$ cat src/rtl/sha_digest_axis_tx.sv
// Streams a captured Keccak state (digest or full state) as 16-bit AXI-Stream words.
// Define SHA_DIGEST_TX_FULL_STATE_EN to enable Mode=0 full 1600-bit state transmission.
module sha_digest_axis_tx #(
  parameter int WIDTH = 16
) (
  input  logic             ACLK,
  input  logic             ARESETn,
  input  logic [1599:0]    state_i,
  input  logic             start_i,
  input  logic [1:0]       USER,
  input  logic             Mode,
  output logic             ready_o,
  input  logic             TREADY,
  output logic             TVALID_o,
  output logic [WIDTH-1:0] TDATA_o,
  output logic             TLAST_o,
  output logic             TKEEP_o,
  output logic             TSTRB_o,
  output logic [1:0]       TID_o,
  output logic             TDEST_o,
  output logic [3:0]       TUSER_o
);

`ifdef SHA_DIGEST_TX_FULL_STATE_EN
  localparam int CAP_BITS = 1600;
`else
  localparam int CAP_BITS = 512;
`endif
  localparam int BYTES = WIDTH / 8;

  typedef enum logic {IDLE, SEND} state_t;

  state_t              state_reg;
  logic [CAP_BITS-1:0] cap_reg;
  logic [6:0]          cnt_reg;
  logic [6:0]          last_idx_reg;
  logic [WIDTH-1:0]    data_reg;
  logic                valid_reg;
  logic                last_reg;
  logic [1:0]          tid_reg;
  logic                mode_reg;

  logic [CAP_BITS-1:0] state_cap;
  logic [WIDTH-1:0]    first_word;
  logic [WIDTH-1:0]    next_word;
  logic [6:0]          last_idx_next;
  logic                mode_next;

  assign state_cap = state_i[CAP_BITS-1:0];

`ifndef SHA_DIGEST_TX_FULL_STATE_EN
  logic unused_inputs;
  assign unused_inputs = &{1'b0, Mode, state_i[1599:CAP_BITS]};
`endif

  // Lower-addressed byte goes to the most significant lane of the word.
  generate
    for (genvar gi = 0; gi < BYTES; gi++) begin : g_word
      assign first_word[WIDTH-1-8*gi -: 8] = state_cap[8*gi +: 8];
      assign next_word[WIDTH-1-8*gi -: 8]  = cap_reg[8*gi +: 8];
    end
  endgenerate

  always_comb begin
    last_idx_next = 7'd13;
    case (USER)
      2'd0: last_idx_next = 7'd13;
      2'd1: last_idx_next = 7'd15;
      2'd2: last_idx_next = 7'd23;
      2'd3: last_idx_next = 7'd31;
      default: last_idx_next = 7'd13;
    endcase
`ifdef SHA_DIGEST_TX_FULL_STATE_EN
    mode_next = Mode;
    if (!Mode) last_idx_next = 7'd99;
`else
    mode_next = 1'b1;
`endif
  end

  always_ff @(posedge ACLK or negedge ARESETn) begin
    if (!ARESETn) begin
      state_reg    <= IDLE;
      cap_reg      <= '0;
      cnt_reg      <= '0;
      last_idx_reg <= '0;
      data_reg     <= '0;
      valid_reg    <= 1'b0;
      last_reg     <= 1'b0;
      tid_reg      <= '0;
      mode_reg     <= 1'b0;
    end else begin
      case (state_reg)
        IDLE: begin
          if (start_i) begin
            // Word 0 is presented straight from the input; the remainder is kept pre-shifted.
            cap_reg      <= state_cap >> WIDTH;
            data_reg     <= first_word;
            cnt_reg      <= '0;
            last_idx_reg <= last_idx_next;
            last_reg     <= 1'b0;
            tid_reg      <= USER;
            mode_reg     <= mode_next;
            valid_reg    <= 1'b1;
            state_reg    <= SEND;
          end
        end
        SEND: begin
          if (TREADY) begin
            if (last_reg) begin
              valid_reg <= 1'b0;
              last_reg  <= 1'b0;
              state_reg <= IDLE;
            end else begin
              data_reg <= next_word;
              cap_reg  <= cap_reg >> WIDTH;
              cnt_reg  <= cnt_reg + 7'd1;
              last_reg <= ((cnt_reg + 7'd1) == last_idx_reg);
            end
          end
        end
        default: state_reg <= IDLE;
      endcase
    end
  end

  assign ready_o  = (state_reg == IDLE);
  assign TVALID_o = valid_reg;
  assign TDATA_o  = data_reg;
  assign TLAST_o  = last_reg;
  assign TKEEP_o  = valid_reg;
  assign TSTRB_o  = valid_reg;
  assign TID_o    = tid_reg;
  assign TDEST_o  = 1'b0;
  assign TUSER_o  = {1'b0, mode_reg, tid_reg};

endmodule
$ cat config.mk
export PLATFORM = sky130hd
export DESIGN_NAME = sha_digest_axis_tx
export DESIGN_NICKNAME = d
export VERILOG_FILES = /design/src/rtl/sha_digest_axis_tx.sv
export SDC_FILE = /design/constraint.sdc
export NUM_CORES = 1
export LEC_CHECK = 0
export CAP_MARGIN = 20
export CORE_AREA = 10 10 622 624
export DETAILED_ROUTE_END_ITERATION = 8
export DIE_AREA = 0 0 632 634
export MAX_ROUTING_LAYER = met4
export PLACE_DENSITY = 0.33
export SLEW_MARGIN = 20
export SYNTH_ARGS = -nofsm -noshare
export SYNTH_HDL_FRONTEND = slang
export SYNTH_SLANG_ARGS = --single-unit
$ cat constraint.sdc
create_clock -name ACLK -period 2.3 [get_ports ACLK]
set_input_delay 0.23 -clock ACLK [delete_from_list [all_inputs] [get_ports ACLK]]
set_output_delay 0.23 -clock ACLK [all_outputs]
set_load 0.02 [all_outputs]
## Yosys cells after proc, flatten, opt, wreduce, memory -nomap -nowiden

Cells that the tools add are included.

- $add $sub $neg: 1
- Eq/ne operators: 8
- Mux-type cells: 25
- Bitwise operators: 1
- Reduce and logical (&&, ||, !) cells: 5

Operators with widths:

| kind | count |
|---|---|
| two-way mux 512 bit | 3 |
| case mux 512 bit (2 select lines) | 1 |
| two-way mux 16 bit | 3 |
| case mux 16 bit (2 select lines) | 1 |
| case mux 7 bit (4 select lines) | 1 |
| two-way mux 7 bit | 3 |
| case mux 7 bit (2 select lines) | 1 |
| two-way mux 1 bit | 9 |
| adder 7 x 1 -> 7 bit (second input constant) | 1 |
| == test 7 bit | 1 |
| inequality test 2 bit (second input constant) | 3 |
| case mux 1 bit (2 select lines) | 3 |
| AND reduction 3 bit | 2 |
| == test 2 bit (second input constant) | 2 |
| AND reduction 2 bit | 2 |
| == test 2 x 1 -> 1 bit (second input constant) | 1 |
| zero test 2 bit | 1 |
| inequality test 2 x 1 -> 1 bit (second input constant) | 1 |
| inverter 1 bit | 1 |

- Bits in registers: 548
- Input port bits: 1607
- Output and inout bits: 28
- Logic and storage cells: 49

## Logic depth before layout (Yosys ltp)

- Word-level depth: 5
- Mapped depth: 10
- Mapped depth without buffers: 5

## Worst setup path after synthesis

No wires, ideal clock.

- Kind: reg-to-reg
- From: register last_reg (netlist: TLAST_o)
- To: register cap_reg[413]
- Library setup time: 136 ps
- Arrival: 1673 ps
- Required time: 2164 ps
- Setup slack: 491 ps
- Cell stages (with the launch flop): 10
- Path buffers: 5
- Clock period less this slack: 1809 ps
- Cells stage by stage: dfrtp_1 > nand3b_2 > and2_1 > buf_2 > buf_6 > buf_6 > buf_6 > buf_4 > nand2_1 > o21ai_0

- Cells in the longest elaborated chain, start to end: 2

RTL lines:

| what | RTL line | RTL |
|---|---|---|
| start: declaration | 39 | `logic last_reg;` |
| start signal: assignment | 118 | `last_reg <= ((cnt_reg + 7'd1) == last_idx_reg);` |
| inequality test 2 bit (no source line) | n/a |  |
| AND reduction 3 bit (no source line) | n/a |  |
| end signal: assignment | 97 | `cap_reg <= state_cap >> WIDTH;` |
| end signal: assignment | 116 | `cap_reg <= cap_reg >> WIDTH;` |
| end: declaration | 34 | `logic [CAP_BITS-1:0] cap_reg;` |

No other way between the ends.
A chain may end at the register's enable or synchronous reset.

## Worst setup path in the final report

- From: register valid_reg (netlist: TKEEP_o)
- To: output port TSTRB_o

RTL lines:

| what | RTL line | RTL |
|---|---|---|
| start: declaration | 38 | `logic valid_reg;` |
| start signal: assignment | 88 | `valid_reg <= 1'b0;` |
| start signal: assignment | 104 | `valid_reg <= 1'b1;` |
| start signal: assignment | 111 | `valid_reg <= 1'b0;` |
| end: declaration | 18 | `output logic TSTRB_o,` |

No word-level cell between the ends.

==> summary.txt <==
Power and ir drop
  – Switching share of power: 39.4%
  – Power Density: 1160 nW/um2
  – Psw: 18,000 uW
  – Static Leakage: 0.0171 uW
  – Clock power share: 26.4%
  – P_int: 27,600 uW
  – Combinational power share: 38.3%
  – Worst VDD drop: 0.546 mV
  – Sequential Power Share: 35.3%

Synth
  – Async S/R FF share, synth: 100%
  – Sequential share of the synthesized area: 54.7%
  – Most numerous cell in the Yosys netlist: nand2_1
  – Yosys cell types: 29
  – Gate Count Post-Synth: 2,316
  – Top cell type's share of synthesized area: 54.7%
  – Number of flops mapped to enable cells by yosys: 0
  – Area contributors post-synth: dfrtp_1 55%, mux2i_1 21%, nand2_1 8.4%, o21ai_1 5.6%, o21ai_0 5.0%
  – Synthesized cell area: 24,100 um2
  – Synth cell count leaders: 541 x nand2_1, 528 x dfrtp_1, 497 x mux2i_1
  – Ys Warns: 0
  – Syn_area_per_cell: 10.4 um2
  – Synth area leader: dfrtp_1
  – Main flop type after synthesis: dfrtp_1
  – #FFs+latches synth: 528

Critical path
  – RR Startpoint: state_reg$_DFF_PN0_
  – Worst path cell trace: clkdlybuf4s50_1
  – Max stage delay on crit path: 0.68 ns
  – CP Depth: 1
  – Slowest CP cell: clkdlybuf4s50_1
  – Critical path required time: 2.07 ns
  – Kind of critical path: reg2out
  – Reg2Reg Depth: 4
  – Crit Path Max Fanout: 5
  – CP Launch Point: TKEEP_o$_DFFE_PN0P_
  – WP data arrival: 1.92 ns
  – Delay-heaviest family, CP: buffers and inverters
  – CP Buf/Inv Count: 1
  – Critical path endpoint: TSTRB_o
  – R2R Path End: cap_reg[306]$_DFFE_PN0P_
  – Worst Setup End Kind: primary output
  – Reg2reg setup slack: 0.23 ns
  – CP startpoint kind: register

Clock tree
  – Clk_lat worst skew: 0.81 ns
  – Clock transition at the registers of the reported paths: 0.06 ns
  – Clock Root Buffer: clkbuf_16
  – CTS Buf Count: 80
  – Sink Count: 528
  – H-tree depth: 3
  – Bufs on Longest Clock Path: 4
  – CTS tree: yes

Routing
  – Total Wirelength: 129 mm
  – DRC viols: 0
  – Via count: 19,000
  – Routed len/inst: 16.0 um
  – Drt pass-1 iters: 4
  – Detail Route Antenna Nets: 0
  – Drt via density: 2.36
  – Drt initial violations: 891

Floorplanning
  – Starting Density: 6.45%
  – DIE AREA: 401,000 um2
  – DIE HEIGHT: 634 um
  – Row cnt: 225
  – Chip width: 632 um
  – Core Area: 374,000 um2
  – Io pins: 1,635

STA
  – Final Max Tran Viols: 0
  – Max-Slew Margin vs Limit: 58.1%
  – WHS: 0.0759 ns
  – Final Hold Viols: 0
  – Period utilization: 93.6%
  – F_max: 465 MHz
  – Setup slack after layout: 0.148 ns
  – Setup violations, final: 0
  – Least-Margin Pin Slew: 0.629 ns
  – Min Tclk post-route: 2.15 ns
  – Final setup skew: 0.0856 ns
  – Setup TNS: 0 ns
  – RSZ-0062 raised after global routing: false

Layout
  – Layout cells sized above 1: 7.65%
  – Multi-input gate area: 9920 um2
  – Post-layout nets: 4,524
  – Number of flip-flops in the largest register: 496
  – Area Growth Syn to Fin: 62.3%
  – Fin cells: 8,027
  – Fillers: 43,200
  – FF+latch area: 13,200 um2

Global routing
  – Largest net degree at the start of global routing: 75
  – Total gr overflow: 0
  – Met2 Resource Use GR: 10.2%
  – First-pass GRT wire length: 173 mm
  – Met3 Use GR: 2.23%
  – GR Util met1: 7.67%
  – Initial antenna violation count: 93
  – GRT busiest layer: met2
  – All-Layer GR Usage: 6.40%
  – Number of global-route vias before repair: 20,300

Placement
  – Placed insts: 7,778
  – Port buffer count: 543
  – GP Congestion: 0.726
  – DP HPWL: 105 mm
  – Place WS: 0.0513 ns

Run status
  – Status: finished clean

Worst hold path
  – Worst hold path class: in2async

Job
  – Number of max-cap violations: 0
==> routing by layer <==
metal,vias up,share of wire [%]
met5,-,0
met4,0,2.4
met3,160,7.1
met2,568,47
met1,8972,44
li1,9253,-
==> power by group through the flow <==
stage                     sequential (uW)  combinational [uW]  clock [uW]
after detailed placement            16600               18300           0
after floorplan                     14700               11500           0
after global routing                16800               19700       13000
after CTS                           16500               18300       12700
final                               16100               17500       12000
after global placement              16500               18200           0
==> kinds of logic (layout without fill, tap and decap cells) <==
| family | count (synthesis) | after routing | synth area share [%] |
|---|---|---|---|
| muxes | 498 | 498 | 20.7 |
| and+or+nand+nor | 582 | 582 | 9.34 |
| xor gates and xnor gates | 8 | 8 | 0.290 |
| AOI/OAI and AO/OA | 512 | 512 | 10.7 |
| adders and majority gates | 2 | 2 | 0.0933 |
| other | 1 | 66 | 0.0155 |
| DFF | 528 | 528 | 54.7 |
| buffers and inverters | 185 | 837 | 4.18 |
==> through the flow <==
step                cell area (um2)  total power [uW]  utilization [%]
floorplan                     24100             26200                -
finish                        39200             45600             10.5
global placement              36100             34700             9.63
detailed placement            36100             34900             9.63
global route                  39200             49500             10.5
CTS                           39000             47500             10.4
==> layout make-up <==
| cell class | instances | area share [%] |
|---|---|---|
| Clock buffer | 114 | 5.67 |
| Sequential cell | 528 | 33.7 |
| Multi-Input combinational cell | 1604 | 25.3 |
| Tap cell | 4994 | 15.9 |
| Antenna cell | 64 | 0.409 |
| Timing Repair Buffer | 699 | 18.3 |
| Clock inverter | 21 | 0.619 |
| Inverter | 3 | 0.0319 |
==> layout by cell type, fill, tap and decap left out, types with 2 or more instances in the layout <==
cell type        synthesis  layout
clkbuf_8                 0       7
buf_12                   0      35
inv_6                    0       4
bufinv_16                0       3
nor2b_1                  2       2
nand2_1                541     541
diode_2                  0      64
nand3_1                 24      24
mux2i_1                497     497
nand2b_1                 4       4
and3_1                   2       2
dlygate4sd3_1            0      51
o21ai_0                239     239
conb_1                   1       2
dfrtp_1                528     526
clkinvlp_4               0       3
clkdlybuf4s50_1          0     534
xnor2_1                  6       6
xor2_1                   2       2
buf_4                   14      73
clkbuf_1               103      26
nor2_1                   6       6
inv_1                    2       2
dlygate4sd2_1            0       4
o31ai_1                  2       2
clkinv_2                 0       9
o21ai_1                268     268
clkbuf_16                0      81
==> how the worst min path moves through the flow <==
stage / from / end / slack (ns) / cells after the start
after global placement: ARESETn / cap_reg[466]$_DFFE_PN0P_ / 0.25 / 1
after detailed placement: ARESETn / cap_reg[466]$_DFFE_PN0P_ / 0.25 / 1
after floorplan: ARESETn / TDATA_o[0]$_DFFE_PN0P_ / -0.07 / 0
after CTS: ARESETn / cap_reg[446]$_DFFE_PN0P_ / 0.00003 / 2
after global routing: ARESETn / cap_reg[446]$_DFFE_PN0P_ / 0.04 / 2
final: ARESETn / cap_reg[446]$_DFFE_PN0P_ / 0.08 / 2
==> repair_timing <==
| action | 4_1_cts | 5_1_grt |
|---|---|---|
| setup buffers | 0 | 0 |
| resized for setup | 6 | 0 |
| endpoints found under the hold margin | 422 | 0 |
| hold buffers | 51 | 0 |
| endpoints found under the setup margin | 7 | 0 |
No activity file was read; power rests on OpenSTA's default activity.
